$ cat config.mk
export PLATFORM = sky130hd
export DESIGN_NAME = wb_write_queue_flat
export DESIGN_NICKNAME = d
export VERILOG_FILES = /design/src/rtl/wb_write_queue_if.sv /design/src/rtl/wb_write_queue.sv /design/src/flat_wrapper.sv
export SDC_FILE = /design/constraint.sdc
export NUM_CORES = 1
export LEC_CHECK = 0
export CELL_PAD_IN_SITES_DETAIL_PLACEMENT = 2
export CELL_PAD_IN_SITES_GLOBAL_PLACEMENT = 2
export CORE_MARGIN = 5
export CORE_UTILIZATION = 32
export CTS_CLUSTER_SIZE = 12
export DETAILED_ROUTE_END_ITERATION = 12
export GPL_ROUTABILITY_DRIVEN = 0
export PLACE_DENSITY_LB_ADDON = 0.1
export SLEW_MARGIN = 10
export SYNTH_ARGS = -nofsm -noshare
export SYNTH_HDL_FRONTEND = slang
export SYNTH_SLANG_ARGS = --single-unit
$ cat constraint.sdc
create_clock -name clk -period 4.22 [get_ports clk]
set_input_delay 0.844 -clock clk [delete_from_list [all_inputs] [get_ports clk]]
set_output_delay 0.844 -clock clk [all_outputs]
set_load 0.02 [all_outputs]
$ cat src/rtl/wb_write_queue_if.sv
// Producer, drain and bypass signals of the write-back queue.
// The queue takes the slave side; the environment driving it takes the master side.
interface wb_write_queue_if #(parameter int DEPTH = 4);
  localparam int CW = $clog2(DEPTH) + 1;

  logic          mem_valid;
  logic [4:0]    mem_sel;
  logic [31:0]   mem_data;
  logic          mem_ready;
  logic          alu_valid;
  logic [4:0]    alu_sel;
  logic [31:0]   alu_data;
  logic          alu_ready;
  logic          hold;
  logic [4:0]    wsel;
  logic [31:0]   wdata;
  logic          wen;
  logic [4:0]    rsel1;
  logic          hit1;
  logic [31:0]   fwd1;
  logic [4:0]    rsel2;
  logic          hit2;
  logic [31:0]   fwd2;
  logic [CW-1:0] count;

  modport slave (
    input  mem_valid, mem_sel, mem_data, alu_valid, alu_sel, alu_data,
    input  hold, rsel1, rsel2,
    output mem_ready, alu_ready, wsel, wdata, wen,
    output hit1, fwd1, hit2, fwd2, count
  );

  modport master (
    output mem_valid, mem_sel, mem_data, alu_valid, alu_sel, alu_data,
    output hold, rsel1, rsel2,
    input  mem_ready, alu_ready, wsel, wdata, wen,
    input  hit1, fwd1, hit2, fwd2, count
  );
endinterface

$ cat src/rtl/wb_write_queue.sv
// In-order write-back queue feeding the register file write port from the
// load unit and the ALU, with two bypass lookup ports over pending entries.
module wb_write_queue #(
  parameter int DEPTH    = 4,
  parameter int ZERO_REG = 31
) (
  input  logic            clk,
  input  logic            rst,
  wb_write_queue_if.slave bus
);
  localparam int AW = $clog2(DEPTH);
  localparam int CW = AW + 1;
  localparam logic [4:0] ZR = 5'(ZERO_REG);

  logic [4:0]       r_sel  [DEPTH];
  logic [31:0]      r_data [DEPTH];
  logic [DEPTH-1:0] r_vld;
  logic [AW-1:0]    r_head;
  logic [AW-1:0]    r_tail;
  logic [CW-1:0]    r_count;

  logic [CW-1:0]    w_free;
  logic             w_mem_acc;
  logic             w_alu_acc;
  logic             w_mem_enq;
  logic             w_alu_enq;
  logic             w_pop;
  logic [AW-1:0]    w_alu_slot;
  logic [CW-1:0]    w_n_enq;
  logic             w_hit1;
  logic             w_hit2;
  logic [31:0]      w_fwd1;
  logic [31:0]      w_fwd2;

  // Space is judged on the registered count only, so a pop never frees room
  // for an accept in the same cycle.
  assign w_free         = CW'(DEPTH) - r_count;
  assign bus.mem_ready  = (w_free != '0);
  assign bus.alu_ready  = (w_free >= CW'(2)) || ((w_free == CW'(1)) && !bus.mem_valid);

  assign w_mem_acc  = bus.mem_valid && bus.mem_ready;
  assign w_alu_acc  = bus.alu_valid && bus.alu_ready;
  assign w_mem_enq  = w_mem_acc && (bus.mem_sel != ZR);
  assign w_alu_enq  = w_alu_acc && (bus.alu_sel != ZR);
  assign w_alu_slot = r_tail + AW'(w_mem_enq);
  assign w_n_enq    = CW'(w_mem_enq) + CW'(w_alu_enq);

  // Gating with rst keeps a queued write from landing on the reset edge.
  assign w_pop     = (r_count != '0) && !bus.hold && rst;
  assign bus.wen   = w_pop;
  assign bus.wsel  = (r_count != '0) ? r_sel[r_head]  : 5'd0;
  assign bus.wdata = (r_count != '0) ? r_data[r_head] : 32'd0;
  assign bus.count = r_count;

  always_ff @(posedge clk) begin
    if (!rst) begin
      r_head  <= '0;
      r_tail  <= '0;
      r_count <= '0;
      r_vld   <= '0;
      for (int i = 0; i < DEPTH; i++) begin
        r_sel[i]  <= 5'd0;
        r_data[i] <= 32'd0;
      end
    end else begin
      if (w_pop) begin
        r_vld[r_head] <= 1'b0;
        r_head        <= r_head + AW'(1);
      end
      if (w_mem_enq) begin
        r_sel[r_tail]  <= bus.mem_sel;
        r_data[r_tail] <= bus.mem_data;
        r_vld[r_tail]  <= 1'b1;
      end
      if (w_alu_enq) begin
        r_sel[w_alu_slot]  <= bus.alu_sel;
        r_data[w_alu_slot] <= bus.alu_data;
        r_vld[w_alu_slot]  <= 1'b1;
      end
      r_tail  <= r_tail + AW'(w_n_enq);
      r_count <= r_count + w_n_enq - CW'(w_pop);
    end
  end

  // Walk from head toward tail so the last match seen is the youngest entry.
  always_comb begin
    w_hit1 = 1'b0;
    w_fwd1 = 32'd0;
    w_hit2 = 1'b0;
    w_fwd2 = 32'd0;
    for (int k = 0; k < DEPTH; k++) begin
      if (r_vld[r_head + AW'(k)] && (bus.rsel1 != ZR) &&
          (r_sel[r_head + AW'(k)] == bus.rsel1)) begin
        w_hit1 = 1'b1;
        w_fwd1 = r_data[r_head + AW'(k)];
      end
      if (r_vld[r_head + AW'(k)] && (bus.rsel2 != ZR) &&
          (r_sel[r_head + AW'(k)] == bus.rsel2)) begin
        w_hit2 = 1'b1;
        w_fwd2 = r_data[r_head + AW'(k)];
      end
    end
  end

  assign bus.hit1 = w_hit1;
  assign bus.fwd1 = w_fwd1;
  assign bus.hit2 = w_hit2;
  assign bus.fwd2 = w_fwd2;
endmodule

$ cat src/flat_wrapper.sv
// flat-port wrapper written by rule: the top's interface ports become plain ports
module wb_write_queue_flat 
#(
  parameter int DEPTH    = 4,
  parameter int ZERO_REG = 31
)
  (clk, rst, bus_mem_valid, bus_mem_sel, bus_mem_data, bus_alu_valid, bus_alu_sel, bus_alu_data, bus_hold, bus_rsel1, bus_rsel2, bus_mem_ready, bus_alu_ready, bus_wsel, bus_wdata, bus_wen, bus_hit1, bus_fwd1, bus_hit2, bus_fwd2, bus_count);
  wb_write_queue_if #(.DEPTH(DEPTH)) bus_i ();
  input  logic clk;
  input  logic rst;
  input wire logic [$bits(bus_i.mem_valid)-1:0] bus_mem_valid;
  input wire logic [$bits(bus_i.mem_sel)-1:0] bus_mem_sel;
  input wire logic [$bits(bus_i.mem_data)-1:0] bus_mem_data;
  input wire logic [$bits(bus_i.alu_valid)-1:0] bus_alu_valid;
  input wire logic [$bits(bus_i.alu_sel)-1:0] bus_alu_sel;
  input wire logic [$bits(bus_i.alu_data)-1:0] bus_alu_data;
  input wire logic [$bits(bus_i.hold)-1:0] bus_hold;
  input wire logic [$bits(bus_i.rsel1)-1:0] bus_rsel1;
  input wire logic [$bits(bus_i.rsel2)-1:0] bus_rsel2;
  output wire logic [$bits(bus_i.mem_ready)-1:0] bus_mem_ready;
  output wire logic [$bits(bus_i.alu_ready)-1:0] bus_alu_ready;
  output wire logic [$bits(bus_i.wsel)-1:0] bus_wsel;
  output wire logic [$bits(bus_i.wdata)-1:0] bus_wdata;
  output wire logic [$bits(bus_i.wen)-1:0] bus_wen;
  output wire logic [$bits(bus_i.hit1)-1:0] bus_hit1;
  output wire logic [$bits(bus_i.fwd1)-1:0] bus_fwd1;
  output wire logic [$bits(bus_i.hit2)-1:0] bus_hit2;
  output wire logic [$bits(bus_i.fwd2)-1:0] bus_fwd2;
  output wire logic [$bits(bus_i.count)-1:0] bus_count;
  assign bus_i.mem_valid = bus_mem_valid;
  assign bus_i.mem_sel = bus_mem_sel;
  assign bus_i.mem_data = bus_mem_data;
  assign bus_i.alu_valid = bus_alu_valid;
  assign bus_i.alu_sel = bus_alu_sel;
  assign bus_i.alu_data = bus_alu_data;
  assign bus_i.hold = bus_hold;
  assign bus_i.rsel1 = bus_rsel1;
  assign bus_i.rsel2 = bus_rsel2;
  assign bus_mem_ready = bus_i.mem_ready;
  assign bus_alu_ready = bus_i.alu_ready;
  assign bus_wsel = bus_i.wsel;
  assign bus_wdata = bus_i.wdata;
  assign bus_wen = bus_i.wen;
  assign bus_hit1 = bus_i.hit1;
  assign bus_fwd1 = bus_i.fwd1;
  assign bus_hit2 = bus_i.hit2;
  assign bus_fwd2 = bus_i.fwd2;
  assign bus_count = bus_i.count;
  wb_write_queue #(.DEPTH(DEPTH), .ZERO_REG(ZERO_REG)) u_core (.clk(clk), .rst(rst), .bus(bus_i));
endmodule
==> out/qor.txt <==
critical path arrival - 3460 ps
Slew Limit Fails - 0
Period minus WS final - 4300 ps
Congestion Overflow GR - 0
leakage - 7.22 nW
vias per inst - 6.04
mapped cell area - 14800 um^2
status - finished with violations
vias - 15000
global-route wire length before repair - 104000 um
share of layout cells above drive strength 1 - 26.2%
Die Area - 50800 um^2
synthesized area per cell - 9.18 um^2
Cell Rows - 79
DRC errors left - 0
# hold bufs at CTS - 0
Overall Power - 11.4 mW
failing checks - setup timing
DRT iter0 DRCs - 1276
HPWL Detailed - 51400 um
I/O pin total - 198
Req. time, crit path - 3380 ps
Distinct cells, synth - 53
die height - 225 um
PnR worst setup slack - -80.8 ps
sequential fraction of the synthesis area - 31.7%
Multi-input gate area - 9730 um^2
clk sinks - 161
CTS H-tree lvls - 4
kind of critical path - reg -> out
final net count - 1960
largest vdd supply drop - 325 uV
first drt pass iteration count - 5
initial antenna violation count - 0
asr flop ratio synth - 0%
CTS tree - yes
Clk Tree Root Cell - clkbuf_16
clk slew on worst S/H paths - 70 ps
register area - 4720 um^2
Top FF cell, synth - edfxtp_1
clock latency on the worst-skew pair - 440 ps
vias in the first global route - 15300
worst-path fanout max - 17
number of synthesized flops with an enable pin - 148
most used cell, CP - buf_6
maxcap violations - 0
final setup vio count - 32
Synth Instances - 1618
Port-buffer cells - 197
CP cell instances - inv_4 > ha_4 > buf_6 > mux4_2 > xor2_2 > nor4_4 > and2_4 > buf_12 > o31ai_1 > a221o_1 > buf_6
Layout area overhead - 34.2%
worst hold margin - 751 ps
Final Util - 43.1%
Post-Route WL - 70700 um
Slew @ Worst Pin - 1080 ps
detail-routed net length per standard cell - 28.6 um
crit path capture type - output port
CTS Buf Count - 17
Starting Density - 32.1%
Place WS - -628 ps
max_slew headroom - 28.3%
# fillers - 4967
syn nets - 1723
Pwr Density - 572 nW/um^2
Max Clock Freq - 0.233 GHz
Hold Fails Final Rpt - 0
Startpoint Class - register
final worst-path cycle share - 102%
flop and latch count out of synthesis - 161
clk buf depth - 2
Crit path largest cell delay - 550 ps
HP Class - reg -> reg
clk_skew - 10.1 ps
DIE WIDTH - 225 um
antenna-violating nets left - 0
largest net degree at the start of global routing - 65
Synth Warn # - 0
Crit-path slowest cell - mux4_2
TNS Setup - -1030 ps
RSZ-0062 raised after global routing - yes
total global-route track usage - 26.9%
Core Area - 46300 um^2
## routing by layer
metal	up-vias	wire, um	track usage, %
met5	-	0	0
met4	0	1080	3.57
met3	50	4990	3.49
met2	597	30500	39.6
met1	7799	34200	43.2
li1	6510	-	-
## registers in the layout (all words and copies together) (netlist names), named ones only
register / count
u_core.bus.count: 3
u_core.r_data: 128
u_core.r_head: 2
u_core.r_sel: 20
u_core.r_tail: 2
u_core.r_vld: 4
## synth_stat cells, types with 4 or more instances
master	count	area share (%)
a221oi_1	32	1.9
dfxtp_1	13	1.8
nand3_1	48	1.6
a22oi_1	32	1.6
buf_2	27	0.91
o21ai_0	248	8.4
nand2_1	375	9.5
buf_6	4	0.30
and3_1	34	1.4
edfxtp_1	148	30
clkbuf_1	115	2.9
xnor2_1	34	2.0
a211o_1	27	1.6
xor2_1	11	0.65
nor2b_1	5	0.21
mux2_2	32	2.4
inv_1	13	0.33
mux4_2	113	17
mux2i_1	40	2.7
nor3_1	34	1.1
nand3b_1	4	0.20
buf_1	14	0.35
o31ai_1	32	1.6
a221o_1	5	0.34
nor4_1	7	0.29
nor2_1	38	0.96
nand4_1	5	0.21
mux4_1	7	1.2
ha_1	15	1.3
and2_1	67	2.8
## placed cells by master, fill, tap and decap left out, drive strengths merged, types with 5 or more instances in the layout
| cell type | netlist | layout |
|---|---|---|
| o21ai | 251 | 251 |
| mux2i | 40 | 40 |
| nand2 | 375 | 375 |
| and3 | 34 | 34 |
| clkdlybuf4s50 | 0 | 129 |
| mux4 | 120 | 120 |
| and2 | 67 | 67 |
| mux2 | 32 | 32 |
| a211o | 27 | 27 |
| ha | 15 | 15 |
| a22oi | 32 | 32 |
| xnor2 | 34 | 34 |
| dfxtp | 13 | 13 |
| nand4 | 5 | 5 |
| clkbuf | 115 | 28 |
| inv | 13 | 14 |
| nor2b | 5 | 5 |
| nor4 | 8 | 8 |
| a221oi | 32 | 32 |
| xor2 | 11 | 11 |
| a221o | 5 | 5 |
| buf | 49 | 243 |
| nor2 | 38 | 38 |
| nand3 | 48 | 48 |
| edfxtp | 148 | 148 |
| o31ai | 32 | 32 |
| nor3 | 35 | 35 |
| clkinv | 0 | 5 |
## layout make-up
type,instances,share of cell area [%]
Antenna cell,1,0.0126
Clock buffer,21,2.21
Clock inverter,11,0.810
Inverter,13,0.257
Multi-Input combinational cell,1280,48.8
Sequential cell,161,23.7
Tap cell,607,3.81
Timing Repair Buffer,382,20.4
## final timing paths
kind                         end           startpoint  cells after the start  slack, ps
max                 bus_fwd2[24]     u_core.r_head[0]                     11        -80
min              u_core.r_vld[3]      u_core.r_vld[3]                      3        750
max reg2reg  u_core.bus.count[2]  u_core.bus.count[0]                     12        820
min reg2reg      u_core.r_vld[3]      u_core.r_vld[3]                      3        750
## power by group
group	leakage (nW)	total, mW	switching, mW	internal, mW
registers	1.66	2.92	0.625	2.29
logic	5.26	6.87	3.86	3.01
clock network	0.288	1.62	0.631	0.986
## kinds of logic (layout without fill, tap and decap cells)
logic type,Yosys count,after routing,share of synthesized area (%)
fa+ha+maj,16,16,1.40
mux,192,192,23.5
xor+xnor,45,45,2.65
simple gates,634,634,19.5
compound gates,393,393,16.2
flops,161,161,31.7
other cells,0,1,0
buf+inv,177,427,5.09
## worst max-delay path: cells and delay by family, from the launching register on
family | cells | cell delay, ps
mux | 1 | 550
simple gates | 2 | 550
compound gates | 2 | 530
buf+inv | 4 | 490
flops | 1 | 370
fa+ha+maj | 1 | 330
xor+xnor | 1 | 180
## through the flow
| step | instances | instance area, um^2 |
|---|---|---|
| 6_report | 2476 | 19900 |
| 5_1_grt | 2475 | 19900 |
| 4_1_cts | 2464 | 19500 |
| 3_5_place_dp | 2410 | 18500 |
| 3_3_place_gp | 2410 | 18500 |
| 2_1_floorplan | 1618 | 14900 |
## timing repair
action | in CTS | in global routing
setup buffers | 14 | 7
pin swaps | 18 | 23
resized for setup | 350 | 70
setup endpoints to repair | 66 | 66
cloned | 8 | 4
Power figures use the tool's default switching activity.
